===== config.mk =====
export PLATFORM = sky130hd
export DESIGN_NAME = bcd_chain_counter
export DESIGN_NICKNAME = d
export VERILOG_FILES = /design/src/rtl/stopwatch_pkg.sv /design/src/rtl/bcd_digit.sv /design/src/rtl/bcd_chain_counter.sv
export SDC_FILE = /design/constraint.sdc
export NUM_CORES = 1
export LEC_CHECK = 0
export BUFFER_PORTS_ARGS = -buffer_cell sky130_fd_sc_hd__buf_4
export CORE_MARGIN = 3
export CORE_UTILIZATION = 53
export CTS_CLUSTER_DIAMETER = 30
export DETAILED_ROUTE_END_ITERATION = 16
export PLACE_DENSITY_LB_ADDON = 0.05
export SYNTH_ARGS = -nofsm -noshare
export SYNTH_HDL_FRONTEND = slang
export SYNTH_SLANG_ARGS = --single-unit

===== constraint.sdc =====
create_clock -name clk -period 2.1 [get_ports clk]
set_clock_uncertainty 0.2 [all_clocks]
set_input_delay 0 -clock clk [delete_from_list [all_inputs] [get_ports clk]]
set_output_delay 0 -clock clk [all_outputs]
set_load 0.01 [all_outputs]

===== src/rtl/stopwatch_pkg.sv =====
// Shared types and helpers for the stopwatch/timer datapath blocks.
package stopwatch_pkg;

  typedef logic [3:0] bcd_t;

  localparam bcd_t BCD_MAX = 4'd9;

  // Limit a loaded nibble (including non-BCD codes) to the digit's maximum.
  function automatic bcd_t bcd_clamp(bcd_t v, bcd_t max);
    return (v > max) ? max : v;
  endfunction

endpackage


===== src/rtl/bcd_digit.sv =====
// One counter stage with its own maximum, up/down stepping, clear and clamped load.
module bcd_digit
  import stopwatch_pkg::*;
#(
  parameter bcd_t MAX = BCD_MAX
) (
  input  logic clk,
  input  logic rst,
  input  logic clr,
  input  logic load,
  input  bcd_t load_val,
  input  logic step,
  input  logic up,
  output bcd_t q,
  output logic term
);

  bcd_t nxt;

  always_comb begin
    nxt = q;
    if (clr) begin
      nxt = 4'd0;
    end else if (load) begin
      nxt = bcd_clamp(load_val, MAX);
    end else if (step) begin
      if (up) begin
        nxt = (q == MAX) ? 4'd0 : q + 4'd1;
      end else begin
        nxt = (q == 4'd0) ? MAX : q - 4'd1;
      end
    end else begin
      nxt = q;
    end
  end

  always_ff @(posedge clk) begin
    if (rst) begin
      q <= 4'd0;
    end else begin
      q <= nxt;
    end
  end

  // Terminal depends on direction so the ripple works for both up and down.
  assign term = up ? (q == MAX) : (q == 4'd0);

endmodule


===== src/rtl/bcd_chain_counter.sv =====
// Chain of DIGITS BCD stages with per-digit maxima, wrap or saturate at the ends,
// and a combinational chain carry for cascading into the next block.
module bcd_chain_counter
  import stopwatch_pkg::*;
#(
  parameter int                  DIGITS    = 4,
  parameter logic [4*DIGITS-1:0] DIGIT_MAX = {DIGITS{4'd9}},
  parameter bit                  SATURATE  = 1'b0
) (
  input  logic                clk,
  input  logic                rst,
  input  logic                enb,
  input  logic                up,
  input  logic                clr,
  input  logic                load,
  input  logic [4*DIGITS-1:0] load_val,
  output logic [4*DIGITS-1:0] q,
  output logic                carry,
  output logic                at_term
);

  logic [DIGITS-1:0] term;
  logic [DIGITS-1:0] step;
  logic              count_en;

  if (DIGITS < 1 || DIGITS > 8) begin : g_bad_digits
    $error("bcd_chain_counter: DIGITS must be within 1..8");
  end

  for (genvar i = 0; i < DIGITS; i++) begin : g_digit
    if (DIGIT_MAX[4*i +: 4] < 4'd1 || DIGIT_MAX[4*i +: 4] > BCD_MAX) begin : g_bad_max
      $error("bcd_chain_counter: every DIGIT_MAX nibble must be within 1..9");
    end

    // A digit steps only when every lower digit is at its terminal value.
    if (i == 0) begin : g_lsd
      assign step[i] = count_en;
    end else begin : g_upper
      assign step[i] = count_en & (&term[i-1:0]);
    end

    bcd_digit #(
      .MAX (DIGIT_MAX[4*i +: 4])
    ) u_digit (
      .clk      (clk),
      .rst      (rst),
      .clr      (clr),
      .load     (load),
      .load_val (load_val[4*i +: 4]),
      .step     (step[i]),
      .up       (up),
      .q        (q[4*i +: 4]),
      .term     (term[i])
    );
  end

  assign at_term  = &term;
  assign count_en = enb & ~(SATURATE & at_term);
  assign carry    = enb & at_term & ~clr & ~load & ~rst & ~SATURATE;

endmodule


# == After elaboration in Yosys (flattened, before gate mapping) ==
# Index checks and enable logic that the tools add are counted.
# op_classes
add_sub_neg,8
order_cmp,4
n_eq_ne,4
mux,28
n_bitwise,10
n_reduce_logical,12
# ops
op,count
$mux W4,24
$add A4 B1 Y4 const B,4
$eq A4 B4 Y1 const B,4
$gt A4 B4 Y1 const B,4
$logic_not A4 Y1,4
$sub A4 B1 Y4 const B,4
$reduce_bool A2 Y1,4
$and A1 B1 Y1,7
$mux W1,4
$reduce_and A4 Y1,1
$not A1 Y1,3
$reduce_and A3 Y1,1
$reduce_and A2 Y1,1
$reduce_or A2 Y1,1
# totals
reg_bits,16
input_bits,22
output_inout_bits,18

# == Longest topological paths before layout ==
# depth
ltp_word,7
mapped_depth,8
depth_no_buf,5

# == By module ==
# A second synthesis with hierarchy kept.
# unflattened
hier_cells,190
hier_area_um2,1437.6
# modules_own_cells
module,instances,cells_each,area_each_um2,seq_area_each_um2
bcd_digit,4,46,349.1,80.1
bcd_chain_counter,1,6,41.3,0.0

# == Worst setup path after synthesis ==
# No wires, ideal clock.
# synth_path
path_type,reg2reg
from,register g_digit[1].u_digit.q[3]
to,register g_digit[3].u_digit.q[1]
setup_ns,0.122
t_arrival_ns,1.656
path_slack_ns,0.123
path_stages_with_launch,7
n_path_buf,1
synth_period_minus_slack_ns,1.977
cell_sequence,dfxtp_1 buf_4 and3_4 o21ai_4 or2_4 o31a_1 o311a_1
# synth_between
elab_chain_cells,5
elab_cells_between_ends,6
classes_between,eq/ne (1); mux (1); bitwise (1); reduce/logical (3)
# synth_lines
item,line_no,source
from (decl),bcd_digit.sv:14,"output bcd_t q,"
from (signal assigned),bcd_digit.sv:41,q <= nxt;
$eq A4 B4 Y1 or $logic_not A4 Y1 (tied branches),bcd_digit.sv:46,assign term = up ? (q == MAX) : (q == 4'd0);
$mux W1 (*),bcd_digit.sv:46,
$reduce_and A3 Y1 (*),bcd_chain_counter.sv:39,assign step[i] = count_en & (&term[i-1:0]);
$and A1 B1 Y1 (*),bcd_chain_counter.sv:39,
$reduce_bool A2 Y1 (no source line) (*),n/a,
to (signal assigned),bcd_digit.sv:41,
to (decl),bcd_digit.sv:14,
# Every way passes the cells marked *; elsewhere a longest branch is shown, timed or not.
# A chain may end at the register's enable or synchronous reset.

# == Final worst setup path ==
# layout_path
from,register g_digit[0].u_digit.q[3]
to,register g_digit[3].u_digit.q[3]
# layout_between
elab_chain_cells,5
elab_cells_between_ends,6
classes_between,eq/ne (1); mux (1); bitwise (1); reduce/logical (3)
# layout_lines
item,line_no
from (decl),bcd_digit.sv:14
from (signal assigned),bcd_digit.sv:41
$eq A4 B4 Y1 or $logic_not A4 Y1 (tied branches),bcd_digit.sv:46
$mux W1 (*),bcd_digit.sv:46
$reduce_and A3 Y1 (*),bcd_chain_counter.sv:39
$and A1 B1 Y1 (*),bcd_chain_counter.sv:39
$reduce_bool A2 Y1 (no source line) (*),n/a
# Marks and branches as above.

==> out/metrics.csv <==
stage,metric,value,unit
route,routed_wirelength,4.78,mm
sta,period_share,95.6,%
synthesis,synth.lib_cells_used.distinct,58,
finish,fill_cells,156,
grt,grt-busiest-layer,met2,
synthesis,postSynthNetCount,226,
synthesis,synthFlopType,sky130_fd_sc_hd__dfxtp_1,
route,drcViolationCount,0,
worst_setup_path,slowest_delay,0.52,ns
synthesis,synth_enable_flop_cells,0,
synthesis,netlist_area,1510,um^2
worst_setup_path,r2r_start,g_digit[0].u_digit.q[3],
sta,tightest_slew,0.550,ns
die,fp-row-count,18,
worst_setup_path,worst-path-max-fanout,8,
worst_setup_path,critical_path_arrival,2.05,ns
die,total_die_area,3520,um^2
clock_tree,clock_tree.htree_level_count,1,
grt,gr-total-overflow,0,
sta,min_period,2.01,ns
placement,detailedPlace.worstSlack,0.149,ns
run_status,run_status,completed,
worst_setup_path,element_type_at_the_critical_path_start,register,
finish,flow.area_growth_from_synthesis,43.0,%
synthesis,ys_top_cells_by_count,"sky130_fd_sc_hd__o21ai_0 (17), sky130_fd_sc_hd__dfxtp_1 (16), sky130_fd_sc_hd__nor2_1 (16)",
synthesis,ys_top_cells_by_area,"sky130_fd_sc_hd__dfxtp_1 (21%), sky130_fd_sc_hd__o21ai_0 (5.6%), sky130_fd_sc_hd__nand3_1 (4.0%)",
synthesis,synth.largest_area_cell,sky130_fd_sc_hd__dfxtp_1,
sta,finalWorstSetupSlack,0.0921,ns
worst_setup_path,critPathSlowestCell,sky130_fd_sc_hd__or4b_1,
run,drv_cap,0,
die,fp.dieH,59.3,um
die,starting_density,58.2,%
route,routed_wire_length_per_instance,16.0,um
power,static-leakage-power,0.878,nW
die,design.core.area,2590,um^2
sta,report.final.setup_viol,0,
worst_setup_path,reg2reg_setup_slack,0.09,ns
sta,tns,0,ns
sta,rsz0062_at_grt,no,
synthesis,synthMostInstantiatedCell,sky130_fd_sc_hd__o21ai_0,
clock_tree,clock_tree_from_tritoncts,done,
synthesis,postSynthAreaPerCell,7.38,um^2
route,drt_first_pass_iters,5,
route,dr_total_vias,1829,
grt,vias_in_the_first_global_route,1725,
clock_tree,clkTransAtPathRegs,0.11,ns
finish,nNetsFinal,291,
finish,postLayoutCellArea,2150,um^2
worst_setup_path,worstPathCellList,"and3_1, o211ai_2, nor3_2, or4b_1, nand3_1",
grt,grt_first_pass_wirelength,8.02,mm
worst_setup_path,worstPathRequired,2.14,ns
grt,grt_util_met3,5.88,%
clock_tree,worstSkewPairLatency,0.29,ns
clock_tree,cts-root-buf,sky130_fd_sc_hd__clkbuf_4,
route,drt_iter0_drc,195,
power,total_power,0.849,mW
synthesis,ys_seq_elements,16,
placement,post-dp-hpwl,2.89,mm
power,vdd_ir_drop_max,0.000387,V
die,ios,40,
route,antenna_violating_nets_post_route,0,
placement,placed_cell_area,1800,um^2
sta,hold_ws,0.193,ns
placement,place.gp.congestion,0.928,
sta,timing_hold_violations_final,0,
synthesis,synth_seq_area_share,21.3,%
synthesis,yosysTopAreaCellShare,21.3,%
synthesis,ys.warnings.count,0,
synthesis,postSynthCellCount,204,
sta,final_max_slew_viol_count,0,
worst_setup_path,reg2reg_depth,5,
hold_path,holdPathStages,4,
finish,top_register,g_digit.u_digit.q,
grt,grtUsageMet2,51.8,%
synthesis,share_of_flip_flops_with_an_asynchronous_set_or_reset_after_synthesis,0,%
finish,antennaDiodeCount,0,
hold_path,timing.hold.worst.class,in2reg,
grt,grtUsageMet1,37.1,%
route,post_drt_via_cell_ratio,6.14,
grt,antenna_violations_before_repair,0,
placement,port_buffers,39,
worst_setup_path,critical_path.reg2reg.endpoint,g_digit[3].u_digit.q[3],
clock_tree,clk_path_buf_depth,2,
hold_path,hold-path-endpoint,g_digit[1].u_digit.q[2],
grt,pin_count_of_the_biggest_net_entering_global_routing,37,
die,die_w,59.3,um
clock_tree,tritoncts_num_sinks,16,
sta,slew-limit-headroom,62.4,%
clock_tree,numCtsBuffers,3,
hold_path,min-delay-start,up,
worst_setup_path,critical_path.endpoint_type,register,
clock_tree,cts_setup_buffers,0,
finish,number_of_flip_flops_in_the_largest_register,16,
worst_setup_path,worst-setup-path-type,reg2reg,
finish,drive_above_1_share,25.0,%
finish,layout_top_registers,g_digit.u_digit.q x16,
power,power.density,394,nW/um^2
sta,fmax,498,MHz
grt,grt_resource_usage_total,29.7,%
## worst max-delay path by stage
| stage | startpoint | to | slack [ns] | cells past startpoint |
|---|---|---|---|---|
| 5_1_grt | g_digit[0].u_digit.q[3] | g_digit[1].u_digit.q[3] | 0.006 | 6 |
| 2_1_floorplan | g_digit[1].u_digit.q[3] | g_digit[3].u_digit.q[1] | 0.12 | 6 |
| 3_5_place_dp | g_digit[0].u_digit.q[3] | g_digit[1].u_digit.q[2] | 0.15 | 6 |
| 4_1_cts | g_digit[0].u_digit.q[3] | g_digit[1].u_digit.q[2] | 0.12 | 6 |
| 6_report | g_digit[0].u_digit.q[3] | g_digit[3].u_digit.q[3] | 0.09 | 5 |
| 3_3_place_gp | g_digit[0].u_digit.q[3] | g_digit[1].u_digit.q[2] | 0.21 | 6 |
## routing by layer
layer | routed length, um | part of all wire [%]
met1 | 1880 | 39
met2 | 2510 | 52
met3 | 364 | 7.6
met4 | 32 | 0.67
met5 | 0 | 0
## metrics by stage
step	util [%]	instances
3_3_place_gp	69.6	263
4_1_cts	82.9	298
3_5_place_dp	69.6	263
2_1_floorplan	-	204
6_report	83.2	298
5_1_grt	83.2	298
## cells in the final DEF, fill, tap and decap left out, drive strengths merged, types with 2 or more instances in the layout
master,instances
xnor2,3
o2bb2ai,2
a41oi,2
nor2b,4
a211oi,2
dlygate4sd3,31
o211ai,2
a21oi,9
mux2i,4
nand4b,3
clkbuf,4
or3,2
inv,7
o211a,2
xor2,5
o21a,2
a2111oi,2
or2,3
and3,6
nor2,19
nand2,11
nand3b,2
dfxtp,16
o21ai,21
nand3,12
buf,48
nor4,3
a31oi,5
o22ai,4
a21boi,2
nor3,9
nand2b,6
## repair_timing
| action | 4_1_cts | 5_1_grt |
|---|---|---|
| resized for setup | 0 | 2 |
| endpoints found under the hold margin | 16 | 0 |
| hold buffers | 31 | 0 |
| endpoints found under the setup margin | 0 | 2 |
## power breakdown
group,switching [mW],internal [mW]
clock network,0.111,0.106
logic,0.148,0.148
registers,0.0204,0.316
## critical path: cells and delay by family, from the launching register on
| family | cells | cell delay [ns] |
|---|---|---|
| compound gates | 1 | 0.40 |
| flops | 1 | 0.39 |
| simple gates | 4 | 0.98 |
## kinds of logic after synthesis
family	Yosys count	synth area share, %
compound gates	67	30.5
xor+xnor	8	4.65
buf+inv	26	8.56
flops	16	21.3
mux	4	2.66
simple gates	83	32.4
## area by class of cell
type	count	area, um^2	share of cell area (%)
Inverter	7	26.3	1.22
Timing Repair Buffer	79	671	31.1
Clock buffer	4	36.3	1.68
Sequential cell	16	322	14.9
Multi-Input combinational cell	162	1060	49.3
Tap cell	30	37.5	1.74
No activity file was read; power rests on OpenSTA's default activity.
